`src/rtl/serial_subtractor_pkg.sv`:
```
// ---------------------------------------------------------------------------
// sub_pkg
// Shared definitions for the bit-serial subtractor:
//   - FSM state encoding (IDLE / SHIFT / DONE)
//   - full-subtractor truth equations as reusable functions
// ---------------------------------------------------------------------------
package sub_pkg;

   typedef enum logic [1:0] {
      ST_IDLE  = 2'd0,
      ST_SHIFT = 2'd1,
      ST_DONE  = 2'd2
   } state_t;

   // Difference bit of x - y - br.
   function automatic logic diff_bit(input logic x, input logic y, input logic br);
      diff_bit = x ^ y ^ br;
   endfunction

   // Borrow out of x - y - br: borrow when y is set and x is clear, or when
   // x and y are equal and a borrow is already pending.
   function automatic logic borrow_bit(input logic x, input logic y, input logic br);
      borrow_bit = (~x & y) | (~(x ^ y) & br);
   endfunction

endpackage

```
`src/rtl/full_sub_bit.sv`:
```
// ---------------------------------------------------------------------------
// full_sub_bit
// Combinational one-bit full subtractor: {bo, d} = x - y - br.
// Ports:
//   x   in  minuend bit
//   y   in  subtrahend bit
//   br  in  borrow in
//   d   out difference bit
//   bo  out borrow out
// ---------------------------------------------------------------------------
module full_sub_bit
   import sub_pkg::*;
(
   input  logic x,
   input  logic y,
   input  logic br,
   output logic d,
   output logic bo
);

   assign d  = diff_bit(x, y, br);
   assign bo = borrow_bit(x, y, br);

endmodule

```
`src/rtl/serial_subtractor.sv`:
```
// ---------------------------------------------------------------------------
// serial_subtractor
// Bit-serial WIDTH-bit subtractor computing a - b - bin, LSB first, one bit
// per clock through a single full-subtractor cell and a registered borrow.
// Ports:
//   clk    in  clock, rising edge
//   rst    in  asynchronous active-high reset
//   start  in  launch request, sampled only in IDLE
//   a, b   in  operands, captured when start is accepted
//   bin    in  borrow-in, captured when start is accepted
//   busy   out high while bits are being processed
//   done   out one-cycle pulse when diff/bout/ovf are fresh
//   diff   out result modulo 2^WIDTH, held until the next completion
//   bout   out final borrow out (unsigned a < b + bin)
//   ovf    out signed two's-complement overflow
// ---------------------------------------------------------------------------
module serial_subtractor
   import sub_pkg::*;
#(
   parameter int WIDTH = 8
) (
   input  logic             clk,
   input  logic             rst,
   input  logic             start,
   input  logic [WIDTH-1:0] a,
   input  logic [WIDTH-1:0] b,
   input  logic             bin,
   output logic             busy,
   output logic             done,
   output logic [WIDTH-1:0] diff,
   output logic             bout,
   output logic             ovf
);

   localparam int CNT_W = $clog2(WIDTH + 1);
   localparam logic [CNT_W-1:0] LAST_BIT = CNT_W'(WIDTH - 1);

   state_t           r_state;
   state_t           w_state_next;

   logic [WIDTH-1:0] r_a_sh;
   logic [WIDTH-1:0] r_b_sh;
   logic [WIDTH-1:0] r_res_sh;
   logic             r_borrow;
   logic [CNT_W-1:0] r_cnt;
   logic             r_a_msb;
   logic             r_b_msb;

   logic [WIDTH-1:0] r_diff;
   logic             r_bout;
   logic             r_ovf;

   logic             w_d;
   logic             w_bo;
   logic             w_last;
   logic [WIDTH-1:0] w_res_next;
   logic [WIDTH-1:0] w_a_shr;
   logic [WIDTH-1:0] w_b_shr;

   full_sub_bit u_cell (
      .x  (r_a_sh[0]),
      .y  (r_b_sh[0]),
      .br (r_borrow),
      .d  (w_d),
      .bo (w_bo)
   );

   // A one-bit operand has nothing above bit 0, so the shift paths
   // degenerate to the new bit (result) or zero (operands).
   generate
      if (WIDTH == 1) begin : g_w1
         assign w_res_next = w_d;
         assign w_a_shr    = '0;
         assign w_b_shr    = '0;
      end else begin : g_wn
         assign w_res_next = {w_d, r_res_sh[WIDTH-1:1]};
         assign w_a_shr    = {1'b0, r_a_sh[WIDTH-1:1]};
         assign w_b_shr    = {1'b0, r_b_sh[WIDTH-1:1]};
      end
   endgenerate

   assign w_last = (r_cnt == LAST_BIT);

   // State register
   always_ff @(posedge clk or posedge rst) begin
      if (rst) begin
         r_state <= ST_IDLE;
      end else begin
         r_state <= w_state_next;
      end
   end

   // Next-state logic
   always_comb begin
      w_state_next = r_state;
      case (r_state)
         ST_IDLE: begin
            if (start) begin
               w_state_next = ST_SHIFT;
            end
         end
         ST_SHIFT: begin
            if (w_last) begin
               w_state_next = ST_DONE;
            end
         end
         ST_DONE: begin
            w_state_next = ST_IDLE;
         end
         default: begin
            w_state_next = ST_IDLE;
         end
      endcase
   end

   // Datapath: operand capture, serial shift and result commit
   always_ff @(posedge clk or posedge rst) begin
      if (rst) begin
         r_a_sh   <= '0;
         r_b_sh   <= '0;
         r_res_sh <= '0;
         r_borrow <= 1'b0;
         r_cnt    <= '0;
         r_a_msb  <= 1'b0;
         r_b_msb  <= 1'b0;
         r_diff   <= '0;
         r_bout   <= 1'b0;
         r_ovf    <= 1'b0;
      end else begin
         case (r_state)
            ST_IDLE: begin
               if (start) begin
                  r_a_sh   <= a;
                  r_b_sh   <= b;
                  r_res_sh <= '0;
                  r_borrow <= bin;
                  r_cnt    <= '0;
                  // Sign bits are kept aside because the operand registers
                  // are consumed by the shift before the overflow decision.
                  r_a_msb  <= a[WIDTH-1];
                  r_b_msb  <= b[WIDTH-1];
               end
            end
            ST_SHIFT: begin
               r_res_sh <= w_res_next;
               r_a_sh   <= w_a_shr;
               r_b_sh   <= w_b_shr;
               r_borrow <= w_bo;
               r_cnt    <= r_cnt + CNT_W'(1);
               if (w_last) begin
                  // w_d is the result MSB on the final bit.
                  r_diff <= w_res_next;
                  r_bout <= w_bo;
                  r_ovf  <= (r_a_msb != r_b_msb) && (w_d != r_a_msb);
               end
            end
            default: begin
            end
         endcase
      end
   end

   assign busy = (r_state == ST_SHIFT);
   assign done = (r_state == ST_DONE);
   assign diff = r_diff;
   assign bout = r_bout;
   assign ovf  = r_ovf;

endmodule

```
`config.mk`:
```
export PLATFORM = sky130hd
export DESIGN_NAME = serial_subtractor
export DESIGN_NICKNAME = d
export VERILOG_FILES = /design/src/rtl/serial_subtractor_pkg.sv /design/src/rtl/full_sub_bit.sv /design/src/rtl/serial_subtractor.sv
export SDC_FILE = /design/constraint.sdc
export NUM_CORES = 1
export LEC_CHECK = 0
export CAP_MARGIN = 20
export CORE_MARGIN = 1.5
export CORE_UTILIZATION = 45
export CTS_BUF_LIST = sky130_fd_sc_hd__clkbuf_4
export CTS_CLUSTER_DIAMETER = 50
export CTS_CLUSTER_SIZE = 10
export DETAILED_ROUTE_END_ITERATION = 7
export PLACE_DENSITY_LB_ADDON = 0.1
export SETUP_SLACK_MARGIN = 0.1
export SYNTH_ARGS = -nofsm -noshare
export SYNTH_HDL_FRONTEND = slang
export SYNTH_SLANG_ARGS = --single-unit
```
`constraint.sdc`:
```
create_clock -name clk -period 1.9 [get_ports clk]
set_input_delay 0.475 -clock clk [delete_from_list [all_inputs] [get_ports clk]]
set_output_delay 0.475 -clock clk [all_outputs]
set_load 0.02 [all_outputs]
```
==> results of run 1 <==
routing by layer:
layer,vias up,part of all wire [%],track usage (%)
li1,660,-,-
met1,680,45,25.2
met2,29,51,29.3
met3,2,4.0,5.00
met4,0,0.61,6.89
met5,-,0,0
timing repair:
| action | CTS | global route |
|---|---|---|
| hold buffers | 0 | 0 |
| gates resized for setup | 15 | 1 |
| cloned | 0 | 0 |
| setup endpoints to repair | 12 | 1 |
worst reg2reg max path, delay by kind of cell, from the launching register on:
family	cells	cell delay (ns)
buffers and inverters	1	0.06
AND/OR/NAND/NOR	1	0.13
multiplexers	1	0.30
adder cells (fa/ha/maj)	1	0.61
AO/OA/AOI/OAI	1	0.08
flip-flops	1	0.38
sequential cells by signal, indices dropped and copies added (netlist names):
name      cells
diff          8
ovf           1
r_a_msb       1
r_borrow      1
r_a_sh        8
r_cnt         4
r_b_msb       1
r_b_sh        8
r_res_sh      7
r_state       2
bout          1
how the worst min path moves through the flow:
stage               startpoint           to  slack, ns  depth (start not counted)
floorplan            r_a_sh[1]    r_a_sh[1]       0.45                          2
global placement       diff[0]      diff[0]       0.47                          1
detailed placement   r_b_sh[3]    r_b_sh[3]       0.47                          2
CTS                        rst      diff[5]       0.46                          3
global route               rst  r_res_sh[3]       0.47                          3
finish                     rst    r_b_sh[7]       0.47                          3
power by group through the flow:
stage                     Sequential (mW)  Clock, mW  Combinational (mW)
after floorplan                      1.56          0               0.772
after global placement               1.49          0                1.31
after detailed placement             1.51          0                1.35
after CTS                            1.48      0.607                1.28
after global routing                 1.54      0.640                1.40
final                                1.49      0.584                1.27
kinds of logic after synthesis:
group	count (synthesis)	share of synthesized area [%]
simple gates	38	12.3
compound gates	52	17.7
mux	13	7.82
flops	42	56.6
fa+ha+maj	2	1.75
buf+inv	15	3.78
per-stage QoR:
| step | cells | instance area (µm²) | power [mW] | worst slack (ns) |
|---|---|---|---|---|
| 3_5_place_dp | 244 | 2270 | 2.85 | 0.0908 |
| 2_1_floorplan | 162 | 1860 | 2.34 | 0.378 |
| 6_report | 252 | 2340 | 3.34 | 0.180 |
| 4_1_cts | 252 | 2340 | 3.37 | 0.147 |
| 3_3_place_gp | 244 | 2270 | 2.80 | 0.115 |
| 5_1_grt | 252 | 2340 | 3.58 | 0.0786 |
cell usage in the layout, fill, tap and decap left out, drive strengths merged, types with 2 or more instances in the layout:
| cell type | Yosys | final |
|---|---|---|
| nor2 | 4 | 4 |
| a21oi | 16 | 16 |
| and3b | 9 | 9 |
| mux2 | 12 | 12 |
| and2b | 2 | 2 |
| nor2b | 6 | 6 |
| o21ai | 14 | 14 |
| dlygate4sd2 | 0 | 11 |
| dfrtp | 42 | 42 |
| buf | 6 | 12 |
| nand2 | 12 | 12 |
| o22ai | 2 | 2 |
| clkbuf | 4 | 6 |
| a22oi | 5 | 5 |
| clkdlybuf4s50 | 0 | 19 |
| a22o | 11 | 11 |
| inv | 5 | 5 |
| nand2b | 2 | 2 |
layout make-up:
cell class | instances | area, µm² | share of cell area, %
well taps | 50 | 62.6 | 2.67
flip-flops and latches | 42 | 1050 | 44.8
multi-input cells | 105 | 742 | 31.7
repair buffers | 42 | 387 | 16.5
inverters | 5 | 18.8 | 0.801
clock buffers | 6 | 45.0 | 1.92
clock inverters | 2 | 37.5 | 1.60
==> results.md, run 1 <==
- The flow ran to the end, and the final reports show no timing, DRC or antenna violations.
- The total leakage power is 1.11 nW.
- Of the cells placed in the final design, the portion with a size suffix greater than 1 is 13.4%.
- The congestion estimate from routability-driven global placement came to 0.824.
- For the worst-skew pair, the clock arrives at the later sink with an insertion delay of 0.35 ns.
- In this run, CTS created clock tree buffers numbering 5.
- The synthesized design devotes to its leading area cell type 56.6% of total area.
- The die extent in x is 67.2 µm.
- The number of H-tree levels is 2.
- The last element of the critical path is done.
- Setup violations remaining at the end of the flow were counted as 0.
- After legalization and detailed placement, the total HPWL measured 2640 µm.
- Clock-pin slew was measured on the worst setup and hold paths at 0.13 ns.
- The worst setup path startpoint is r_state[0].
- For this run, the leading register cell type out of synthesis is sky130_fd_sc_hd__dfrtp_1.
- The path class of the lowest-slack min-delay path is input pin to async pin.
- After clock tree synthesis, the setup repair step added 0 buffers.
- The Yosys warning count is 0.
- The number of buffer and inverter stages on the critical path is 1.
- The capture instance of the worst register-to-register path is ovf.
- In this run switching power makes up 35.3% of total power.
- The floorplan has 23 rows.
- For this run, design rule violations remaining after detail routing come to 0.
- The die covers 4520 µm².
- In this run the power spent charging and discharging nets is 1.18 mW.
- The initial utilization of the core area, before any placement, comes to 46.7%.
- The clock sink total is 42.
- The number of global-route vias before repair was 1290.
- The tree is rooted in a sky130_fd_sc_hd__clkbuf_4.
- After synthesis, the mean cell area works out to 11.5 µm².
- At the pin with the least slew margin, the transition time is 0.302 ns.
- The clock arrives with 0.0149 ns of skew.
- Setup slack on the worst reg-to-reg path comes out at 0.24 ns.
- Data arrives at the worst endpoint at 1.25 ns.
- The critical path in this run is classified as flip-flop to output pin.
- Among all cell types in the netlist, the one instantiated most often is sky130_fd_sc_hd__dfrtp_1.
- The core region is 3970 µm².
- Synthesis produced 162 cells.
- The mapped netlist covers 1860 µm².
- The number of enable-type register cells in the synthesized netlist is 0.
- Compared with the post-synthesis result, the final layout area differs by 26.3%.
- After layout, the worst path uses 90.6% of the clock period.
- The final hold slack is 0.468 ns.
- Broken down by cell family, the worst path's largest delay share belongs to flip-flops.
- The count of buffers added on input and output ports is 31.
- The internal portion of the total power is 2.16 mW.
- Derived from the worst setup path, the maximum achievable clock frequency is 0.581 GHz.
- The stage delay of the slowest cell on the critical path is 0.45 ns.
- The worst max-slew margin expressed relative to the limit is 79.8%.
- Of all nets on the critical path, the largest fanout is 4.
- The initial antenna violation count came to 0.
- Measured on the finished design, the core utilization comes to 59.0%.
- The shortest period the worst path allows is 1.72 ns.
- Ranked by total cell area, the synthesized netlist is headed by sky130_fd_sc_hd__dfrtp_1 57%, sky130_fd_sc_hd__a22o_1 5.2%, sky130_fd_sc_hd__mux2_1 4.9%.
- After synthesis, the share of flip-flops with an asynchronous set or reset is 100%.
- STA classifies the critical path startpoint as a flip-flop.
- After detailed routing, the number of vias per cell comes to 5.44.
- The worst-case IR drop observed on VDD is 0.685 mV.
- Across every metal layer, demand over resource in global routing totals 18.8%.
- The first global-routing pass estimated 6150 µm of wire.
- The share of synthesized area occupied by flip-flops and latches is 56.6%.
- The filler cells instantiated in the layout total 334.
- Setup repair after global routing could not meet its margin everywhere.
- The first routing iteration left 81 violations.
- By count the netlist is led by 42 x sky130_fd_sc_hd__dfrtp_1, 16 x sky130_fd_sc_hd__a21oi_1, 14 x sky130_fd_sc_hd__o21ai_0.
- TritonCTS built the clock tree.
- The clock share of power is 17.5%.
- The standard cell with the maximum stage delay on the critical path is sky130_fd_sc_hd__dfrtp_1.
- The via total after detailed routing is 1371.
- The number of nets in the finished design is 223.
- Entering global routing, the biggest net connects 43 pins.
- At the worst endpoint, the required time is 1.42 ns.
- The y dimension of the die is 67.2 µm.
- The reported max-cap violation count is 0.
- The number of distinct library cell variants in the gate-level netlist after synthesis is 29.
- The number of pins exceeding their max-slew limit in the final report is 0.
- Synthesis inferred 42 register bits.
- The critical register-to-register path startpoint is r_borrow.
- The top cell type by total area after synthesis is sky130_fd_sc_hd__dfrtp_1.
- The top-level I/O count is 32.
- The wire length reported by the detailed router is 3800 µm.
- The count of nets left with antenna violations after detail routing is 0.
- The category of the worst setup path capture point is an output pin.
- The pre-antenna-repair detailed-routing pass consisted of 4 iterations.
- The number of hold-slack violations in the final timing report is 0.
- Sequential cells account for 44.6% of the total power.
- Combinational cells account for 37.9% of the total power.
- In this run the power density over the cells is 1430 nW/µm².
- The repair_antennas step left the layout with diodes totalling 0.
- Global routing finished with a remaining overflow of 0.
- The net count after synthesis is 184.
- The number of logic stages on the critical path including buffering is 2.
- The worst register-to-register path has a depth of 5.
- The critical path goes through nor2b_1, dlygate4sd2_1.
- The setup TNS is 0 ns.
- The worst-case clock buffer depth is 2.
- The average routed wire per standard cell is 15.1 µm.
Note: power is estimated with default switching activity, not from simulation.
==> inputs of run 2 (changes only) <==
--- a/config.mk
+++ b/config.mk
@@ -10,9 +10,8 @@
 export CORE_UTILIZATION = 45
 export CTS_BUF_LIST = sky130_fd_sc_hd__clkbuf_4
 export CTS_CLUSTER_DIAMETER = 50
-export CTS_CLUSTER_SIZE = 10
 export DETAILED_ROUTE_END_ITERATION = 7
-export PLACE_DENSITY_LB_ADDON = 0.1
+export PLACE_DENSITY = 0.7
 export SETUP_SLACK_MARGIN = 0.1
 export SYNTH_ARGS = -nofsm -noshare
 export SYNTH_HDL_FRONTEND = slang
==> run 2 against run 1 <==
Against the previous run:
- clock power down 3%
- combinational power barely moved
- routed wire length fell by 2.6%
- maximum frequency up 1.7%
- flip-flop and latch count unchanged
- total power down 0.91%
- hold slack got worse by 0.0068 ns
- clock-buffer cell count down 1
- cell area fell by 0.53%
- sequential share of layout area up 0.24 points
- final cell count fell by 0.40%
==> results.md, run 2 (synthesis gave the netlist of run 1 again) <==
- Outcome: completed (unchanged).
- The number of global-route vias before repair is 1349 (was 1290).
- The number of search-and-repair iterations in the first detailed-routing pass is 4 (unchanged).
- The pin count of the biggest net entering global routing is 43 (unchanged).
- The average routed wire per standard cell is 14.7 µm (was 15.1 µm).
- The via total after detailed routing is 1393 (was 1371).
- The antenna diode count is 0 (unchanged).
- The category of the worst setup path capture point is an output pin (unchanged).
- The clock-pin transition on the worst setup and hold timing paths is 0.13 ns (about the same).
- The number of port buffers was 31 (unchanged).
- The worst clock skew is 0.00761 ns (was 0.0149 ns).
- Unrepaired setup endpoints after global routing: no (was yes).
- The wire length reported by the detailed router came to 3700 µm (was 3800 µm).
- The number of H-tree levels is 2 (unchanged).
- The maximum ir drop on the vdd rail was 0.673 mV (was 0.685 mV).
- The path class of the lowest-slack min-delay path is input pin to async pin (unchanged).
- The multi-input gate area in the final layout came to 734 µm² (was 742 µm²).
- The count of cells resized by post-cts repair was 9 (was 15).
- The post-route standard cell area excluding fillers is 2330 µm² (was 2340 µm²).
- The cell row count is 23 (unchanged).
- The startpoint kind of the worst setup timing path is a flip-flop (unchanged).
- The data required time at the worst endpoint is 1.42 ns (about the same).
- The area of the core region is 3970 µm² (unchanged).
- The root buffer cell is sky130_fd_sc_hd__clkbuf_4 (unchanged).
- The growth of design area from synthesis to finish came to 25.6% (was 26.3%).
- The count of nets left with antenna violations after detail routing came to 0 (unchanged).
- The die area came to 4520 µm² (unchanged).
- The most common library cell in the layout ignoring fill and taps is sky130_fd_sc_hd__dfrtp_1 (unchanged).
- The weighted congestion reported at the end of routability-driven placement is 0.719 (was 0.824).
- The post-layout total power was 3.31 mW (was 3.34 mW).
- The placement-stage cell area is 2260 µm² (was 2270 µm²).
- The critical path class is flip-flop to output pin (unchanged).
- The shortest period the worst path allows is 1.69 ns (was 1.72 ns).
- The total routing usage reported by global routing is 19.1% (was 18.8%).
- The worst-case clock buffer depth is 2 (unchanged).
- The number of fill cells in the layout is 339 (was 334).
- The number of nets in the finished design is 222 (was 223).
- The number of pins exceeding their max-slew limit in the final report is 0 (unchanged).
- The total leakage power is 1.13 nW (was 1.11 nW).
- The arrival time at the worst endpoint came to 1.22 ns (was 1.25 ns).
- The combined flip-flop and latch cell area was 1050 µm² (unchanged).
- The setup TNS came to 0 ns (unchanged).
- The reported max-cap violation count came to 0 (unchanged).
- The total CTS buffers came to 5 (unchanged).
- The y dimension of the die is 67.2 µm (unchanged).
- The fraction of layout cells with a size suffix above 1 is 12.9% (was 13.4%).
- The highest attainable clock frequency came to 0.591 GHz (was 0.581 GHz).
- The final hold slack is 0.462 ns (was 0.468 ns).
- The total grt overflow was 0 (unchanged).
- The worst-path maximum fanout came to 4 (unchanged).
- The number of vias per cell after detailed routing came to 5.55 (was 5.44).
- The DRC violation total after the first TritonRoute iteration is 98 (was 81).
- The number of buffers added to fix hold violations after cts was 0 (unchanged).
- The post-CTS setup buffer count was 0 (unchanged).
- The period utilization is 89.0% (was 90.6%).
- The clock latency on the worst-skew pair is 0.35 ns (about the same).
- The top-level I/O count is 32 (unchanged).
- The TritonCTS clock tree is done (unchanged).
- The remaining design rule violation count was 0 (unchanged).
- The initial standard-cell utilization of the core came to 46.7% (unchanged).
- The worst max-slew margin expressed relative to the limit is 79.1% (was 79.8%).
- The initial antenna violation count is 0 (unchanged).
- The global-route wire length before repair is 6330 µm (was 6150 µm).
- The final count of negative-setup-slack endpoints is 0 (unchanged).
- The HPWL after detailed placement is 2630 µm (was 2640 µm).
- The die extent in x is 67.2 µm (unchanged).
- The total power per unit cell area is 1420 nW/µm² (was 1430 nW/µm²).
- The number of hold-slack violations in the final timing report is 0 (unchanged).
- The clock sink total came to 42 (unchanged).
- Highest-count cells in the layout ignoring fill and taps: 42 x sky130_fd_sc_hd__dfrtp_1, 19 x sky130_fd_sc_hd__clkdlybuf4s50_1, 16 x sky130_fd_sc_hd__a21oi_1 (unchanged).
- The transition at the pin with the smallest max-transition slack was 0.312 ns (was 0.302 ns).
==> run 2: cell types whose count changed in the layout (fill, tap and decap cells not counted), sizes merged <==
| cell | before | now |
|---|---|---|
| dlygate4sd2 | 11 | 7 |
| dlymetal6s2s | 0 | 3 |
| buf | 12 | 10 |
| clkinv | 0 | 2 |
| clkbuf | 6 | 7 |
| clkinvlp | 1 | 0 |
==> run 2: final timing paths <==
path,from,to,slack [ns],cells after the start
worst min register to register,diff[3],diff[3],0.50,1
worst max register to register,r_borrow,ovf,0.27,5
worst min-delay path,rst,diff[4],0.46,3
min in group clk,diff[3],diff[3],0.50,1
max in group asynchronous,rst,r_b_msb,1.24,3
worst max-delay path,r_state[1],busy,0.21,3
==> run 2: power by group <==
part           switching [mW]  total, mW  internal [mW]
registers               0.242       1.49           1.25
logic                   0.632       1.26          0.628
clock network           0.292      0.565          0.273
==> run 2: critical path, stage by stage, from the launching register on <==
cell,delay [ns]
sky130_fd_sc_hd__dfrtp_1,0.43
sky130_fd_sc_hd__nand2b_1,0.19
sky130_fd_sc_hd__inv_1,0.09
sky130_fd_sc_hd__clkbuf_2,0.17
==> run 2: layout make-up <==
cell class / count / share of cell area (%)
clock buffers: 5 / 1.61
clock inverters: 3 / 1.72
inverters: 5 / 0.805
multi-input cells: 105 / 31.5
flip-flops and latches: 42 / 45.1
well taps: 50 / 2.68
repair buffers: 41 / 16.6
==> run 2: through the flow <==
stage	utilization, %	instances	setup WS (ns)
6_report	58.7	251	0.208
5_1_grt	58.7	251	0.119
4_1_cts	58.7	251	0.0163
3_5_place_dp	57.0	243	0.0814
3_3_place_gp	57.0	243	0.0971
2_1_floorplan	-	162	0.378
==> run 2: per-layer routing <==
layer | vias to the layer above | wire (µm) | GRT usage [%] | share of wire (%)
met4 | 0 | 51 | 7.65 | 1.4
li1 | 653 | - | - | -
met2 | 27 | 1950 | 31.6 | 53
met3 | 5 | 110 | 4.00 | 3.0
met1 | 708 | 1590 | 24.6 | 43
met5 | - | 0 | 0 | 0
